**src/rtl/cordic_engine_if.sv**
```systemverilog
// cordic_engine_if: sample-in / result-out handshake bundle for cordic_engine.
// The master side feeds operands and accepts results; the engine is the slave.
interface cordic_engine_if #(
    parameter int XY_SZ  = 16,
    parameter int ANG_SZ = 32
);
    logic                    in_valid;
    logic                    in_ready;
    logic                    in_mode;
    logic signed [XY_SZ-1:0] in_x;
    logic signed [XY_SZ-1:0] in_y;
    logic [ANG_SZ-1:0]       in_angle;
    logic                    out_valid;
    logic                    out_ready;
    logic                    out_mode;
    logic signed [XY_SZ+1:0] out_x;
    logic signed [XY_SZ+1:0] out_y;
    logic [ANG_SZ-1:0]       out_z;

    modport master (
        output in_valid, in_mode, in_x, in_y, in_angle, out_ready,
        input  in_ready, out_valid, out_mode, out_x, out_y, out_z
    );

    modport slave (
        input  in_valid, in_mode, in_x, in_y, in_angle, out_ready,
        output in_ready, out_valid, out_mode, out_x, out_y, out_z
    );
endinterface

```
**src/rtl/cordic_engine.sv**
```systemverilog
// cordic_engine: pipelined rotation/vectoring CORDIC with a global-stall handshake.
// Define CORDIC_GAIN_COMP_EN to append a registered 1/K gain-compensation stage.
module cordic_engine #(
    parameter int XY_SZ  = 16,
    parameter int ANG_SZ = 32,
    parameter int STG    = 16
) (
    input  logic             clock,
    input  logic             reset_n,
    cordic_engine_if.slave   io
);
    localparam int W = XY_SZ + 2;
    localparam int A = ANG_SZ;
    // round(atan(2^-i) * 2^32 / 2pi), rescaled to A bits at use
    localparam logic [31:0] ATAN32 [30] = '{
        32'h20000000, 32'h12E4051E, 32'h09FB385B, 32'h051111D4, 32'h028B0D43,
        32'h0145D7E1, 32'h00A2F61E, 32'h00517C55, 32'h0028BE53, 32'h00145F2F,
        32'h000A2F98, 32'h000517CC, 32'h00028BE6, 32'h000145F3, 32'h0000A2FA,
        32'h0000517D, 32'h000028BE, 32'h0000145F, 32'h00000A30, 32'h00000518,
        32'h0000028C, 32'h00000146, 32'h000000A3, 32'h00000051, 32'h00000029,
        32'h00000014, 32'h0000000A, 32'h00000005, 32'h00000003, 32'h00000001
    };

    logic                valid_q [STG+1];
    logic                valid_d [STG+1];
    logic                mode_q  [STG+1];
    logic                mode_d  [STG+1];
    logic signed [W-1:0] x_q     [STG+1];
    logic signed [W-1:0] x_d     [STG+1];
    logic signed [W-1:0] y_q     [STG+1];
    logic signed [W-1:0] y_d     [STG+1];
    logic [A-1:0]        z_q     [STG+1];
    logic [A-1:0]        z_d     [STG+1];
    logic                dir     [STG];
    logic signed [W-1:0] ix, iy;
    logic [1:0]          q;
    logic                ce;

    assign ce          = !io.out_valid || io.out_ready;
    assign io.in_ready = ce;

    always_comb begin
        ix = {{2{io.in_x[XY_SZ-1]}}, io.in_x};
        iy = {{2{io.in_y[XY_SZ-1]}}, io.in_y};
        q = io.in_angle[A-1 -: 2];
        valid_d[0] = io.in_valid;
        mode_d[0] = io.in_mode;
        if (io.in_mode) begin
            x_d[0] = !ix[W-1] ? ix : !iy[W-1] ? iy : -iy;
            y_d[0] = !ix[W-1] ? iy : !iy[W-1] ? -ix : ix;
            z_d[0] = ix[W-1] ? {iy[W-1], 1'b1, {(A-2){1'b0}}} : '0;
        end else begin
            x_d[0] = q == 2'b01 ? -iy : q == 2'b10 ? iy : ix;
            y_d[0] = q == 2'b01 ? ix : q == 2'b10 ? -ix : iy;
            z_d[0] = (q[1] ^ q[0]) ? {q[1], q[1], io.in_angle[A-3:0]} : io.in_angle;
        end
        for (int i = 0; i < STG; i++) begin
            dir[i] = mode_q[i] ? !y_q[i][W-1] : z_q[i][A-1];
            valid_d[i+1] = valid_q[i];
            mode_d[i+1] = mode_q[i];
            x_d[i+1] = dir[i] ? x_q[i] + (y_q[i] >>> i) : x_q[i] - (y_q[i] >>> i);
            y_d[i+1] = dir[i] ? y_q[i] - (x_q[i] >>> i) : y_q[i] + (x_q[i] >>> i);
            z_d[i+1] = dir[i] ? z_q[i] + A'(ATAN32[i] >> (32 - A)) : z_q[i] - A'(ATAN32[i] >> (32 - A));
        end
    end

    always_ff @(posedge clock) begin
        if (!reset_n) begin
            valid_q <= '{default: 1'b0};
            mode_q <= '{default: 1'b0};
            x_q <= '{default: '0};
            y_q <= '{default: '0};
            z_q <= '{default: '0};
        end else if (ce) begin
            valid_q <= valid_d;
            mode_q <= mode_d;
            x_q <= x_d;
            y_q <= y_d;
            z_q <= z_d;
        end
    end

`ifdef CORDIC_GAIN_COMP_EN
    // 1/K ~= 2^-1 + 2^-3 - 2^-6 - 2^-9 - 2^-13, each term floored
    function automatic logic signed [W-1:0] inv_k(input logic signed [W-1:0] v);
        return (v >>> 1) + (v >>> 3) - (v >>> 6) - (v >>> 9) - (v >>> 13);
    endfunction

    logic                g_valid_q, g_valid_d, g_mode_q, g_mode_d;
    logic signed [W-1:0] g_x_q, g_x_d, g_y_q, g_y_d;
    logic [A-1:0]        g_z_q, g_z_d;

    always_comb begin
        g_valid_d = valid_q[STG];
        g_mode_d = mode_q[STG];
        g_x_d = inv_k(x_q[STG]);
        g_y_d = inv_k(y_q[STG]);
        g_z_d = z_q[STG];
    end

    always_ff @(posedge clock) begin
        if (!reset_n) begin
            g_valid_q <= 1'b0;
            g_mode_q <= 1'b0;
            g_x_q <= '0;
            g_y_q <= '0;
            g_z_q <= '0;
        end else if (ce) begin
            g_valid_q <= g_valid_d;
            g_mode_q <= g_mode_d;
            g_x_q <= g_x_d;
            g_y_q <= g_y_d;
            g_z_q <= g_z_d;
        end
    end

    assign io.out_valid = g_valid_q;
    assign io.out_mode  = g_mode_q;
    assign io.out_x     = g_x_q;
    assign io.out_y     = g_y_q;
    assign io.out_z     = g_z_q;
`else
    assign io.out_valid = valid_q[STG];
    assign io.out_mode  = mode_q[STG];
    assign io.out_x     = x_q[STG];
    assign io.out_y     = y_q[STG];
    assign io.out_z     = z_q[STG];
`endif
endmodule

```
**src/flat_wrapper.sv**
```systemverilog
// flat-port wrapper written by rule: the top's interface ports become plain ports
module cordic_engine_flat 
#(
    parameter int XY_SZ  = 16,
    parameter int ANG_SZ = 32,
    parameter int STG    = 16
)
  (clock, reset_n, io_in_valid, io_in_mode, io_in_x, io_in_y, io_in_angle, io_out_ready, io_in_ready, io_out_valid, io_out_mode, io_out_x, io_out_y, io_out_z);
  cordic_engine_if #(.XY_SZ(XY_SZ), .ANG_SZ(ANG_SZ)) io_i ();
  input  logic clock;
  input  logic reset_n;
  input wire logic [$bits(io_i.in_valid)-1:0] io_in_valid;
  input wire logic [$bits(io_i.in_mode)-1:0] io_in_mode;
  input wire logic [$bits(io_i.in_x)-1:0] io_in_x;
  input wire logic [$bits(io_i.in_y)-1:0] io_in_y;
  input wire logic [$bits(io_i.in_angle)-1:0] io_in_angle;
  input wire logic [$bits(io_i.out_ready)-1:0] io_out_ready;
  output wire logic [$bits(io_i.in_ready)-1:0] io_in_ready;
  output wire logic [$bits(io_i.out_valid)-1:0] io_out_valid;
  output wire logic [$bits(io_i.out_mode)-1:0] io_out_mode;
  output wire logic [$bits(io_i.out_x)-1:0] io_out_x;
  output wire logic [$bits(io_i.out_y)-1:0] io_out_y;
  output wire logic [$bits(io_i.out_z)-1:0] io_out_z;
  assign io_i.in_valid = io_in_valid;
  assign io_i.in_mode = io_in_mode;
  assign io_i.in_x = io_in_x;
  assign io_i.in_y = io_in_y;
  assign io_i.in_angle = io_in_angle;
  assign io_i.out_ready = io_out_ready;
  assign io_in_ready = io_i.in_ready;
  assign io_out_valid = io_i.out_valid;
  assign io_out_mode = io_i.out_mode;
  assign io_out_x = io_i.out_x;
  assign io_out_y = io_i.out_y;
  assign io_out_z = io_i.out_z;
  cordic_engine #(.XY_SZ(XY_SZ), .ANG_SZ(ANG_SZ), .STG(STG)) u_core (.clock(clock), .reset_n(reset_n), .io(io_i));
endmodule
```
**config.mk**
```make
export PLATFORM = sky130hd
export DESIGN_NAME = cordic_engine_flat
export DESIGN_NICKNAME = d
export VERILOG_FILES = /design/src/rtl/cordic_engine_if.sv /design/src/rtl/cordic_engine.sv /design/src/flat_wrapper.sv
export SDC_FILE = /design/constraint.sdc
export NUM_CORES = 2
export LEC_CHECK = 0
export BUFFER_PORTS_ARGS = -buffer_cell sky130_fd_sc_hd__buf_4
export CAP_MARGIN = 20
export CELL_PAD_IN_SITES_DETAIL_PLACEMENT = 0
export CELL_PAD_IN_SITES_GLOBAL_PLACEMENT = 1
export CORE_MARGIN = 2
export CORE_UTILIZATION = 40
export CTS_BUF_LIST = sky130_fd_sc_hd__clkbuf_4
export DETAILED_ROUTE_END_ITERATION = 8
export HOLD_SLACK_MARGIN = 0.05
export PLACE_DENSITY = 0.71
export SLEW_MARGIN = 5
export SYNTH_ARGS = -nofsm -noshare
export SYNTH_HDL_FRONTEND = slang
export SYNTH_SLANG_ARGS = --single-unit
```
**constraint.sdc**
```tcl
create_clock -name clock -period 15 [get_ports clock]
set_input_delay 0.75 -clock clock [delete_from_list [all_inputs] [get_ports clock]]
set_output_delay 0.75 -clock clock [all_outputs]
set_load 0.005 [all_outputs]
```
==> run summary <==
status -> finished clean
clock tree buffer depth -> 4
row count -> 178
sequential area share after synthesis -> 25.2%
EDFF count, synth -> 0
crit-path max FO -> 9
met3 Track Usage GR -> 2.88%
max incr delay on CP -> 0.96 ns
Post-route DRC -> 0
fill count -> 24200
Yosys cell types -> 87
clk sinks -> 1189
area of the core -> 235000 sq um
Clock Skew -> 0.127 ns
Clock Tree Root -> clkbuf_4
Via-to-Cell Ratio -> 5.53
average wire per standard cell -> 19.0 um
Worst Path Arrival -> 5.98 ns
WP data required -> 16.19 ns
vias in the first global route -> 86300
FMAX -> 209 MHz
Most used DFF post-synth -> dfxtp_1
HP Class -> input pin to flop
TritonCTS clock tree -> yes
GR Util met2 -> 40.5%
RR Startpoint -> u_core.y_q[35]
max-slew violations -> 0
worst skew pair latency -> 1.38 ns
Rel. slew slack -> 25.2%
port bufs -> 139
die extent in x -> 490 um
R2R cell count -> 14
DRT iter0 DRCs -> 5380
Crit. End Element -> flop
post-synthesis net count -> 13600
Post-layout nets -> 13700
Die Footprint -> 240000 sq um
total gr overflow -> 0
io pins -> 140
mapped cell area -> 94500 sq um
Yosys reg bits -> 1189
Routed WL -> 303 mm
most frequent CP cell -> o21ai_0
# hold bufs at CTS -> 134
Syn. warnings -> 0
die height -> 490 um
Layout Area Growth over Synthesis -> 9.42%
met1 Usage GRT -> 33.2%
Worst setup SP type -> flop
most used routing layer -> met2
Worst Setup EP -> u_core.io.out_z[30]
Reg2Reg Setup Slack -> 10.21 ns
Final setup viols -> 0
CP startpoint -> u_core.y_q[35]
Worst-path clk slew -> 0.08 ns
most frequent cells in the layout -> nand2_1 (1953), a21oi_1 (1488), dfxtp_1 (1189)
DR vias -> 88400
Final HPWL DP -> 226 mm
cts bufs inserted -> 362
Pre-Repair DR Iteration Count -> 7
RD Place Congestion -> 0.881
setup TNS -> 0 ns
H-Tree Depth -> 5
share of cells above drive strength 1 -> 6.82%
fraction of registers with async set/reset -> 0%
Slowest-stage cell, CP -> o311ai_0
Reg-to-Reg End -> u_core.io.out_z[30]
Final min period -> 4.79 ns
initial core utilization -> 40.2%
PostCTS Resize Cnt -> 0
worst-margin pin slew -> 1.11 ns
first-pass GRT wire length -> 481 mm
WS Path Type -> flop to flop
most common cell after layout, fill and taps aside -> nand2_1
Gate Count Post-Synth -> 12400
largest net degree at the start of global routing -> 178
period utilization -> 32.0%
setup repair after global routing missed its margin -> false
number of max-cap violations -> 0
post-route ant nets -> 0
Final Hold Viols -> 0
global-route total usage across every layer -> 24.4%
initial antenna violation count -> 8
# Post-CTS Setup Buffers -> 0
Avg Cell Area, Syn -> 7.59 sq um
critical path, cell by cell -> nand2_1, o21ai_4, inv_1, ha_1, nor2b_1, o21a_1, o21ai_0, a21oi_1, o311ai_0, a21boi_0, o41ai_1, o21ai_0, mux2i_1, o22ai_1
==> per-layer routing <==
layer	part of all wire (%)	vias to the layer above	wire length (um)
li1	-	44600	-
met1	48	41700	145000
met2	46	1648	139000
met3	3.8	387	11500
met4	2.4	2	7240
met5	0.0043	-	13
==> cells in the mapped netlist (19+ instances only) <==
cell type  number  area [sq um]
fa_1           49           981
a21boi_0       36           270
o31ai_1        93           698
a22o_1         19           166
nor2b_1       129           807
a41oi_1        23           201
and3_1         95           594
o21ai_0       881          4410
nand3b_1       45           338
nand2b_1      123           769
nand3_1       242          1210
o211a_1        22           220
dfxtp_1      1189         23800
inv_1         403          1510
buf_1          23          86.3
a21o_1        432          3240
buf_4          69           518
ha_1         1073         13400
nor4_1         20           125
nand2_1      1954          7330
clkbuf_1      498          1870
o41ai_1        26           228
xnor2_1       663          5810
nor2_1        768          2880
a211o_1        27           236
mux2i_1        45           450
nor3_1        248          1240
a221oi_1       22           193
a2111oi_0      24           210
and2_1         32           200
o211ai_1       67           503
a31o_2         20           175
a211oi_1      260          1950
o21bai_1      122           916
nand4_1        68           425
and4_1         22           193
a21oi_1      1497          7490
o21a_1        123           923
or2_2          32           200
or3_1         159           995
xor2_1        421          3690
a31oi_1       109           682
==> layout make-up <==
cell class	count	area [sq um]	share of cell area, %
Sequential cell	1189	23800	23.0
Multi-Input combinational cell	10200	66700	64.5
Clock inverter	105	495	0.479
Tap cell	3150	3940	3.81
Clock buffer	512	3840	3.72
Antenna cell	5	12.5	0.0121
Inverter	413	1570	1.51
Timing Repair Buffer	353	3040	2.94
==> worst max-delay path: cells and delay by family, from the launching register on <==
| family | cells | cell delay (ns) |
|---|---|---|
| buffers and inverters | 1 | 0.21 |
| AO/OA/AOI/OAI | 9 | 2.89 |
| flip-flops | 1 | 0.56 |
| multiplexers | 1 | 0.18 |
| AND/OR/NAND/NOR | 2 | 0.32 |
| adder cells (fa/ha/maj) | 1 | 0.38 |
==> registers in the layout (all words and copies together) (netlist names) <==
signal and cells:
u_core.io.out_valid 1, u_core.x_q 288, u_core.io.out_mode 1, u_core.z_q 512
u_core.valid_d 16, u_core.io.out_z 32, u_core.io.out_x 18, u_core.y_q 287
u_core.mode_d 16, u_core.io.out_y 18
==> cell families after synthesis <==
kind of cell	count (synthesis)	synth area share, %
AOI/OAI and AO/OA	3969	25.6
xor gates and xnor gates	1084	10.0
adders and majority gates	1122	15.2
buffers and inverters	1015	4.34
DFF	1189	25.2
muxes	59	0.644
and+or+nand+nor	4004	18.9
==> worst min-delay path by stage <==
stage | startpoint | end | slack (ns) | cells after the start
final | io_in_valid | u_core.valid_d[15] | 0.24 | 4
after global routing | io_in_valid | u_core.valid_d[15] | 0.15 | 4
after CTS | io_in_valid | u_core.valid_d[15] | 0.05 | 4
after detailed placement | u_core.valid_d[13] | u_core.valid_d[13] | 0.44 | 2
after global placement | u_core.z_q[522] | u_core.z_q[522] | 0.44 | 2
after floorplan | u_core.io.out_x[12] | u_core.io.out_x[12] | 0.43 | 2
==> through the flow <==
| step | hold slack (ns) | util, % | setup WS, ns | cell area (sq um) | instances |
|---|---|---|---|---|---|
| 2_1_floorplan | 0.426 | - | 10.18 | 94500 | 12400 |
| 3_3_place_gp | 0.438 | 41.6 | 10.28 | 97700 | 15200 |
| 3_5_place_dp | 0.445 | 41.6 | 10.30 | 97700 | 15200 |
| 4_1_cts | 0.0503 | 44.0 | 10.33 | 103000 | 16000 |
| 5_1_grt | 0.148 | 44.0 | 9.87 | 103000 | 16000 |
| 6_report | 0.242 | 44.0 | 10.21 | 103000 | 16000 |
Power is not shown: default switching activity piles up to over one toggle a cycle in this logic, so the estimate is an artifact.
